`src/rtl/mem_access_unit.sv`:
```
// mem_access_unit: data-memory port that turns controller load/store strobes into word-aligned bus requests
module mem_access_unit #(
  parameter int TIMEOUT_CYCLES = 255
) (
  input  logic        clk,
  input  logic        rst,
  input  logic        mem_read,
  input  logic        mem_write,
  input  logic [2:0]  funct3,
  input  logic [31:0] addr,
  input  logic [31:0] wdata,
  output logic        mem_stall,
  output logic [31:0] rdata,
  output logic        misaligned,
  output logic        bus_err,
  output logic        bus_req,
  output logic        bus_we,
  output logic [31:0] bus_addr,
  output logic [3:0]  bus_be,
  output logic [31:0] bus_wdata,
  input  logic        bus_ready,
  input  logic [31:0] bus_rdata
);
  localparam int CW = $clog2(TIMEOUT_CYCLES + 1);
  typedef enum logic [1:0] {IDLE, BUSY, DONE} state_t;
  state_t state, state_n;
  logic [CW-1:0] cnt;
  logic [2:0] f3_q;
  logic [1:0] lo_q;
  logic strobe, legal, aligned, ld_ok, st_ok, timeout, start, finish;
  logic [3:0] be;
  logic [31:0] wd, sh, ext;
  always_comb begin
    strobe = mem_read | mem_write;
    ld_ok = funct3 != 3'b011 && funct3[2:1] != 2'b11;
    st_ok = !funct3[2] && funct3[1:0] != 2'b11;
    aligned = !(funct3[0] && addr[0]) && !(funct3[1] && addr[1:0] != 2'b00);
    legal = (mem_write ? st_ok : ld_ok) && aligned;
    be = !mem_write ? 4'b1111 : funct3[1:0] == 2'b00 ? 4'b0001 << addr[1:0] :
         funct3[1:0] == 2'b01 ? (addr[1] ? 4'b1100 : 4'b0011) : 4'b1111;
    wd = funct3[1:0] == 2'b00 ? {4{wdata[7:0]}} : funct3[1:0] == 2'b01 ? {2{wdata[15:0]}} : wdata;
    timeout = cnt == CW'(TIMEOUT_CYCLES - 1);
    start = state == IDLE && strobe;
    finish = state == BUSY && (bus_ready || timeout);
    state_n = state == IDLE ? (strobe ? (legal ? BUSY : DONE) : IDLE) :
              state == BUSY ? (finish ? DONE : BUSY) : IDLE;
    mem_stall = start || state == BUSY;
    sh = bus_rdata >> {lo_q, 3'b000};
    ext = f3_q[1:0] == 2'b00 ? {{24{sh[7] & ~f3_q[2]}}, sh[7:0]} :
          f3_q[1:0] == 2'b01 ? {{16{sh[15] & ~f3_q[2]}}, sh[15:0]} : bus_rdata;
  end
  always_ff @(posedge clk) begin
    if (rst) begin
      state <= IDLE;
      cnt <= '0;
      f3_q <= '0;
      lo_q <= '0;
      rdata <= '0;
      misaligned <= 1'b0;
      bus_err <= 1'b0;
      bus_req <= 1'b0;
      bus_we <= 1'b0;
      bus_addr <= '0;
      bus_be <= '0;
      bus_wdata <= '0;
    end else begin
      state <= state_n;
      cnt <= state == BUSY ? cnt + CW'(1) : '0;
      misaligned <= start && !legal;
      bus_err <= state == BUSY && !bus_ready && timeout;
      if (start && legal) begin
        bus_req <= 1'b1;
        bus_we <= mem_write;
        bus_addr <= {addr[31:2], 2'b00};
        bus_be <= be;
        bus_wdata <= wd;
        f3_q <= funct3;
        lo_q <= addr[1:0];
      end
      if (finish) bus_req <= 1'b0;
      if (state == BUSY && bus_ready && !bus_we) rdata <= ext;
    end
  end
endmodule

```
`config.mk`:
```
export PLATFORM = sky130hd
export DESIGN_NAME = mem_access_unit
export DESIGN_NICKNAME = d
export VERILOG_FILES = /design/src/rtl/mem_access_unit.sv
export SDC_FILE = /design/constraint.sdc
export NUM_CORES = 1
export LEC_CHECK = 0
export ABC_AREA = 1
export BUFFER_PORTS_ARGS = -buffer_cell sky130_fd_sc_hd__buf_2
export CAP_MARGIN = 20
export CORE_MARGIN = 3
export CORE_UTILIZATION = 50
export CTS_CLUSTER_DIAMETER = 50
export DETAILED_ROUTE_END_ITERATION = 7
export PLACE_DENSITY = 0.85
export SKIP_CTS_REPAIR_TIMING = 1
export SYNTH_ARGS = -nofsm -noshare
export SYNTH_HDL_FRONTEND = slang
export SYNTH_SLANG_ARGS = --single-unit
```
`constraint.sdc`:
```
create_clock -name clk -period 1.5 [get_ports clk]
set_clock_uncertainty 0.05 [all_clocks]
set_input_delay 0.15 -clock clk [delete_from_list [all_inputs] [get_ports clk]]
set_output_delay 0.15 -clock clk [all_outputs]
set_load 0.005 [all_outputs]
```
After elaboration in Yosys (flattened, before gate mapping). Cells that the tools add are included.

Flip-flop bits (word level): 117. Input bits: 104. Output and inout port bits: 105. Word-level logic and storage cells: 69.

Add/sub/neg operators: 1. Equal/unequal tests: 7. Shift-type cells: 2. Mux-type cells: 14. Bitwise gates (word level): 5. Reduce and logical (&&, ||, !) cells: 28.

Operators with widths (number): two-way mux 32 bit (4); >> shifter 32 x 5 -> 16 bit (1); two-way mux 4 bit (4); logical AND 1 bit (14); two-way mux 2 bit (5); adder 8 x 1 -> 8 bit (second input constant) (1); == test 8 bit (second input constant) (1); == test 2 x 1 -> 1 bit (second input constant) (3); logical NOT 1 bit (6); logical NOT 2 bit (3); != test 2 bit (second input constant) (2); OR reduction 2 bit (2); << shifter 1 x 2 -> 4 bit (first input constant) (1); != test 3 x 2 -> 1 bit (second input constant) (1); AND 1 bit (2); logical OR 1 bit (2); inverter 1 bit (2); nonzero test 2 bit (1); two-way mux 1 bit (1); bitwise OR 1 bit (1).

Longest topological paths before layout. Gate-level depths: netlist (run 1).

Depth after elaboration: 8. Depth in mapped cells: 10. Gate-level depth less buffers: 9.

Worst setup path after synthesis (run 1). OpenSTA, ideal clock, no wires.

Kind: register to register. Start point: reg state[1]. End point: reg bus_wdata[25]. Library setup time: 0.117 ns. Data arrival time: 1.169 ns. Required time: 1.333 ns. Setup slack: 0.164 ns. Stages on the path, launching flop included: 8. Buffers on the path: 2. Clock period less this slack: 1.336 ns. Path through: dfxtp_1 -> or2_1 -> nor2_4 -> nand2_4 -> buf_6 -> buf_6 -> nor3_1 -> nor2_1.

Cells in the longest elaborated chain, start to end: 3.

RTL lines: start, declared (RTL line 26) `state_t state, state_n;`; start signal, assigned (RTL line 67) `state <= state_n;`; logical NOT 2 bit (RTL line 43) `start = state == IDLE && strobe;`; logical AND 1 bit (RTL line 43); logical AND 1 bit (RTL line 71) `if (start && legal) begin`; end signal, assigned (RTL line 76) `bus_wdata <= wd;`; end, declared (RTL line 20) `output logic [31:0] bus_wdata,`.

Every way passes these cells. A chain may end at the register's enable or synchronous reset.

Worst setup path after layout (run 1).
Start point: reg state[0]. End point: out mem_stall.

Cells in the longest elaborated chain, start to end: 3. Elaborated cells between the ends (all ways): 4. Classes of those cells: eq/ne: 1; reduce/logical: 3.

RTL lines: logical NOT 2 bit (RTL line 43); logical AND 1 bit (RTL line 43); logical OR 1 bit * (RTL line 47) `mem_stall = start || state == BUSY;`; end, declared (RTL line 12) `output logic mem_stall,`.

Every way passes the cells marked *; elsewhere a longest branch is shown, timed or not.

==> flow_summary.toml, run 1 <==
[min_path]
hold_depth = 5
worstHoldStart = "bus_rdata[27]"
hold_path.class = "in2reg"

[run]
drv_cap = 0

[power_and_ir_drop]
switching_power_mw = 2.85
p_per_area_mw_per_mm2 = 1090
p_int_mw = 6.53
pwr-share-clk_pct = 39.8
ir_drop_uv = 870
switching_share_pct = 30.4
seqPwrFrac_pct = 37.5
p_leak_nw = 4.32
p_comb_share_pct = 22.7

[placed_design]
routabilityCongestion = 0.973
place_area_mm2 = 0.00675
placed_cells = 1146
post-dp-hpwl_mm = 11.2
numPortBuffers = 206
preCtsSetupSlack_ns = 0.0203

[yosys]
ys_seq_elements = 117
syn_area_per_cell_um2 = 6.84
yosysUniqueCellTypes = 32
seq_area_frac_synth_pct = 41.9
synth_warnings = 0
synth_area_mm2 = 0.00560
syn_inst = 818

[critical_path]
endpoint_kind = "primary output"
cp.arrival_ns = 1.45
required_ns = 1.30
cp_max_fo = 3
worstSetupPathType = "reg2out"
timing.rr.start = "state[0]"
rr_worst_depth = 8
crit_start = "state[0]"
setup.worst_path.start_class = "flop"

[floorplanning]
pin_count = 209
die_x_um = 112
core_area_mm2 = 0.0109
die_y_um = 112
start_util_pct = 51.4
rows = 38
dieArea_mm2 = 0.0125

[cts]
h-tree-depth = 4
clock_latency_ns = 0.51
cts_tree = "done"
ctsRootBufferMaster = "clkbuf_8"
cts_buffer_depth = 2
clkTransAtPathRegs_ns = 0.06
cts_buffers = 17
clock-sinks = 117

[sta]
finalHoldViolations = 9
max_freq_ghz = 0.608
setup_tns_ns = -4.03
slew_viol_final = 0
rsz0062_at_grt = "true"
fin_crit_ns = 1.65
setup_viol = 72
fin_crit_sh_pct = 110
worst_slack_ns = -0.146
holdWs_ns = -0.0416

[cells_and_area]
multi_input_area_mm2 = 0.00281
fin_cells = 1285
syn2layout_area_growth_pct = 53.8
layout-drive-gt1-share_pct = 32.5
nets = 1237
regArea_mm2 = 0.00235
post-route-cell-area_mm2 = 0.00861
nFillCells = 699

[global_route]
grt_pass1_wl_mm = 24.4
first_global_vias = 5135
grt_use_total_pct = 23.6
antenna_found_initial = 1
grt_max_degree = 56
overflow = 0

[routing]
wl_per_cell_um = 16.5
first_pass_iters = 6
routed_via_density = 5.34
wirelength_mm = 21.2
vias = 6859
initialDrtViolationCount = 694
postRouteAntennaNets = 0
drc = 0

[outcome]
violations = "hold timing, setup timing"
status = "finished, violations left"
==> metrics by stage <==
| step | hold slack, ns | power [mW] | utilization [%] |
|---|---|---|---|
| floorplan | 0.179 | 4.54 | - |
| global placement | 0.336 | 5.10 | 62.0 |
| finish | -0.0416 | 9.39 | 79.1 |
| CTS | -0.208 | 8.86 | 67.0 |
| global route | -0.0177 | 9.75 | 79.1 |
| detailed placement | 0.337 | 5.13 | 62.0 |
==> synth_stat cells <==
| master | number | area (um2) |
|---|---|---|
| nand2_1 | 199 | 747 |
| nor2_1 | 157 | 589 |
| dfxtp_1 | 117 | 2340 |
| o21ai_0 | 97 | 485 |
| nor2_2 | 53 | 332 |
| inv_1 | 52 | 195 |
| a21oi_1 | 36 | 180 |
| nand3_1 | 31 | 155 |
| clkbuf_1 | 18 | 67.6 |
| buf_2 | 11 | 55.1 |
| buf_12 | 6 | 120 |
| buf_6 | 6 | 67.6 |
| inv_2 | 5 | 18.8 |
| nor3_1 | 5 | 25.0 |
| buf_4 | 3 | 22.5 |
| nand2_4 | 3 | 33.8 |
| ha_1 | 2 | 25.0 |
| nor2_4 | 2 | 22.5 |
| o21ai_1 | 2 | 10.0 |
| clkinv_2 | 1 | 5.00 |
| conb_1 | 1 | 3.75 |
| inv_4 | 1 | 6.26 |
| nand3_2 | 1 | 10.0 |
| nand3_4 | 1 | 17.5 |
| nand4_1 | 1 | 6.26 |
| o21ai_2 | 1 | 8.76 |
| o22ai_1 | 1 | 6.26 |
| o2bb2ai_1 | 1 | 8.76 |
| or2_1 | 1 | 6.26 |
| or2_2 | 1 | 6.26 |
| xnor2_1 | 1 | 8.76 |
| xor2_1 | 1 | 8.76 |
==> sequential cells by signal, indices dropped and copies added, names as in the netlist <==
signal,count
bus_req,1
bus_we,1
rdata,32
bus_addr,30
misaligned,1
bus_wdata,32
state,2
bus_err,1
lo_q,2
bus_be,4
f3_q,3
cnt,8
==> power by group through the flow <==
stage	logic (mW)	clock network, mW	registers, mW
5_1_grt	2.30	3.91	3.54
4_1_cts	1.59	3.78	3.50
6_report	2.13	3.73	3.52
3_5_place_dp	1.57	0	3.56
2_1_floorplan	0.972	0	3.57
3_3_place_gp	1.54	0	3.55
==> routing by layer <==
layer | vias up | wire [um] | GRT usage, %
li1 | 3202 | - | -
met1 | 3014 | 7790 | 30.3
met2 | 494 | 10300 | 38.3
met5 | - | 0 | 0
met4 | 0 | 1350 | 10.8
met3 | 149 | 1840 | 4.84
==> cell families (layout without fill, tap and decap cells) <==
group / Yosys count / in the layout / synth area share, %
flip-flops: 117 / 117 / 41.9
AO/OA/AOI/OAI: 138 / 138 / 12.5
other: 1 / 3 / 0.0670
AND/OR/NAND/NOR: 455 / 455 / 34.9
buffers and inverters: 103 / 428 / 9.97
XOR/XNOR: 2 / 2 / 0.313
adder cells (fa/ha/maj): 2 / 2 / 0.447
==> worst max-delay path: stages (launching register included) <==
cell and delay (ns):
dfxtp_2 0.32, or2_4 0.25, nor2_4 0.13, inv_1 0.06, nand2_1 0.07, buf_2 0.12
==> path summary, 6_finish.rpt <==
kind | to | slack [ns]
max | mem_stall | -0.15
max reg2reg | bus_wdata[4] | -0.14
min reg2reg | cnt[0] | 0.41
min | rdata[27] | -0.04
==> cell type report <==
class                           count  area share, %
Inverter                           59           2.78
Clock inverter                     15           1.57
Multi-Input combinational cell    599           32.6
Timing Repair Buffer              337           28.9
Sequential cell                   117           27.3
Antenna cell                        1         0.0291
Clock buffer                       17           4.81
Tap cell                          140           2.03
==> placed cells by master, fill, tap and decap left out, types with 5 or more instances in the layout <==
master,n
buf_12,6
buf_4,20
clkinv_4,5
inv_2,5
dfxtp_1,114
buf_2,206
nand3_1,31
o21ai_1,31
inv_1,51
dlygate4sd3_1,93
o21ai_0,55
clkbuf_16,22
nand2_1,198
o21ai_2,14
nor2_2,54
a21oi_1,33
nor2_1,154
Note: power is estimated with default switching activity, not from simulation.
==> run 2: changes to the inputs <==
--- a/config.mk
+++ b/config.mk
@@ -12,7 +12,7 @@
 export CORE_UTILIZATION = 50
 export CTS_CLUSTER_DIAMETER = 50
 export DETAILED_ROUTE_END_ITERATION = 7
-export PLACE_DENSITY = 0.85
+export PLACE_DENSITY = 0.88
 export SKIP_CTS_REPAIR_TIMING = 1
 export SYNTH_ARGS = -nofsm -noshare
 export SYNTH_HDL_FRONTEND = slang
==> run 2 against run 1 <==
  * The flow still finishes with violations (hold timing, setup timing)
  * Global-route usage increased by 1.5 points
  * Utilization up 3.1 points
  * Count of clock-buffer cells in the layout rose by 4
  * Critical path type unchanged
==> flow_summary.toml, run 2 (synthesized netlist as in run 1, its figures left out) <==
[sta]
setup_viol = 56
finalHoldViolations = 13
slew_viol_final = 0
worst_slack_ns = -0.147
holdWs_ns = -0.112
setup_tns_ns = -2.68
fin_crit_sh_pct = 110
fin_crit_ns = 1.65
max_freq_ghz = 0.607
rsz0062_at_grt = "true"

[global_route]
top_usage_layer = "met2"
grt_use_total_pct = 25.1
grtUsageMet2_pct = 41.2
use_met3_pct = 4.95
first_global_vias = 5403
overflow = 0
antenna_found_initial = 0
grt_max_degree = 59
grt_pass1_wl_mm = 25.9
grtUsageMet1_pct = 32.4

[critical_path]
max_stage_delay_ns = 0.32
r2r_setup_slack_ns = -0.12
r2r_end = "bus_addr[14]"
endpoint_kind = "primary output"
rr_worst_depth = 8
setup.worst_path.start_class = "flop"
path_cells = "or2_4 > nor2_4 > inv_1 > nand2_1 > buf_2"
crit_path_top_delay_cell = "dfxtp_2"
cp_max_fo = 3
worstSetupPathType = "reg2out"
required_ns = 1.30
timing.rr.start = "state[1]"
cp.arrival_ns = 1.45

[cts]
cts_buffers = 17
clkTransAtPathRegs_ns = 0.06
h-tree-depth = 4
clock-sinks = 117
ctsRootBufferMaster = "clkbuf_8"
cts_buffer_depth = 2
clock_latency_ns = 0.52
cts_tree = "done"

[floorplanning]
start_util_pct = 51.4
pin_count = 209
die_y_um = 112
core_area_mm2 = 0.0109
rows = 38
die_x_um = 112
dieArea_mm2 = 0.0125

[min_path]
min_to = "bus_we"
worstHoldStart = "mem_write"
hold_depth = 3
hold_path.class = "in2reg"

[power_and_ir_drop]
p_int_mw = 7.15
switching_share_pct = 28.9
p_comb_share_pct = 23.2
switching_power_mw = 2.91
pwr-share-clk_pct = 41.5
p_per_area_mw_per_mm2 = 1120
p_leak_nw = 4.47
power.total_mw = 10.1
ir_drop_uv = 916
seqPwrFrac_pct = 35.2

[cells_and_area]
syn2layout_area_growth_pct = 59.9
final_common_cell = "buf_2"
post-route-cell-area_mm2 = 0.00895
final_cell_mix = "207 x buf_2, 188 x nand2_1, 147 x nor2_1, 114 x dfxtp_1, 84 x dlygate4sd3_1"
final_util_pct = 82.2
fin_cells = 1286
diodes = 0
layout-drive-gt1-share_pct = 36.6
reg.largest.list = "bus_wdata (32), rdata (32), bus_addr (30)"
nets = 1240

[placed_design]
numPortBuffers = 206
placed_cells = 1147
place_area_mm2 = 0.00673
post-dp-hpwl_mm = 11.2
preCtsSetupSlack_ns = -0.0317
routabilityCongestion = 0.907

[routing]
postRouteAntennaNets = 0
wirelength_mm = 22.9
wl_per_cell_um = 17.8
initialDrtViolationCount = 784
vias = 7055
routed_via_density = 5.49
drc = 0
first_pass_iters = 5

[run]
drv_cap = 0

[outcome]
violations = "hold timing, setup timing"
status = "finished, violations left"
## run 2: how the worst max path moves through the flow
| stage | slack, ns | cells past startpoint | endpoint | start |
|---|---|---|---|---|
| floorplan | 0.16 | 7 | bus_wdata[25] | state[1] |
| global placement | 0.03 | 7 | bus_wdata[5] | state[1] |
| detailed placement | -0.03 | 7 | bus_addr[6] | state[1] |
| CTS | -0.16 | 5 | mem_stall | state[1] |
| global route | -0.23 | 11 | bus_wdata[4] | addr[1] |
| finish | -0.15 | 5 | mem_stall | state[1] |
## run 2: area by class of cell
cell class / count / area [um2]
Clock buffer: 21 / 439
Sequential cell: 117 / 2350
Tap cell: 140 / 175
Timing Repair Buffer: 339 / 2550
Inverter: 59 / 253
Timing Repair inverter: 1 / 16.3
Multi-Input combinational cell: 599 / 3020
Clock inverter: 10 / 155
Fill cell: 593 / 1940
## run 2: worst max-delay path: cells and delay by family (launching register included)
family | cells | cell delay (ns)
buffers and inverters | 2 | 0.17
DFF | 1 | 0.32
and+or+nand+nor | 3 | 0.43
## run 2: metal layers
| metal | part of all wire [%] | vias to the layer above |
|---|---|---|
| met5 | 0 | - |
| met4 | 7.2 | 0 |
| li1 | - | 3191 |
| met1 | 36 | 3141 |
| met3 | 8.8 | 177 |
| met2 | 48 | 546 |
## run 2: power groups by stage
| stage | clock network (mW) | logic [mW] | registers (mW) |
|---|---|---|---|
| CTS | 4.16 | 1.58 | 3.50 |
| global placement | 0 | 1.53 | 3.56 |
| floorplan | 0 | 0.972 | 3.57 |
| detailed placement | 0 | 1.56 | 3.56 |
| finish | 4.18 | 2.34 | 3.54 |
| global route | 4.34 | 2.51 | 3.56 |
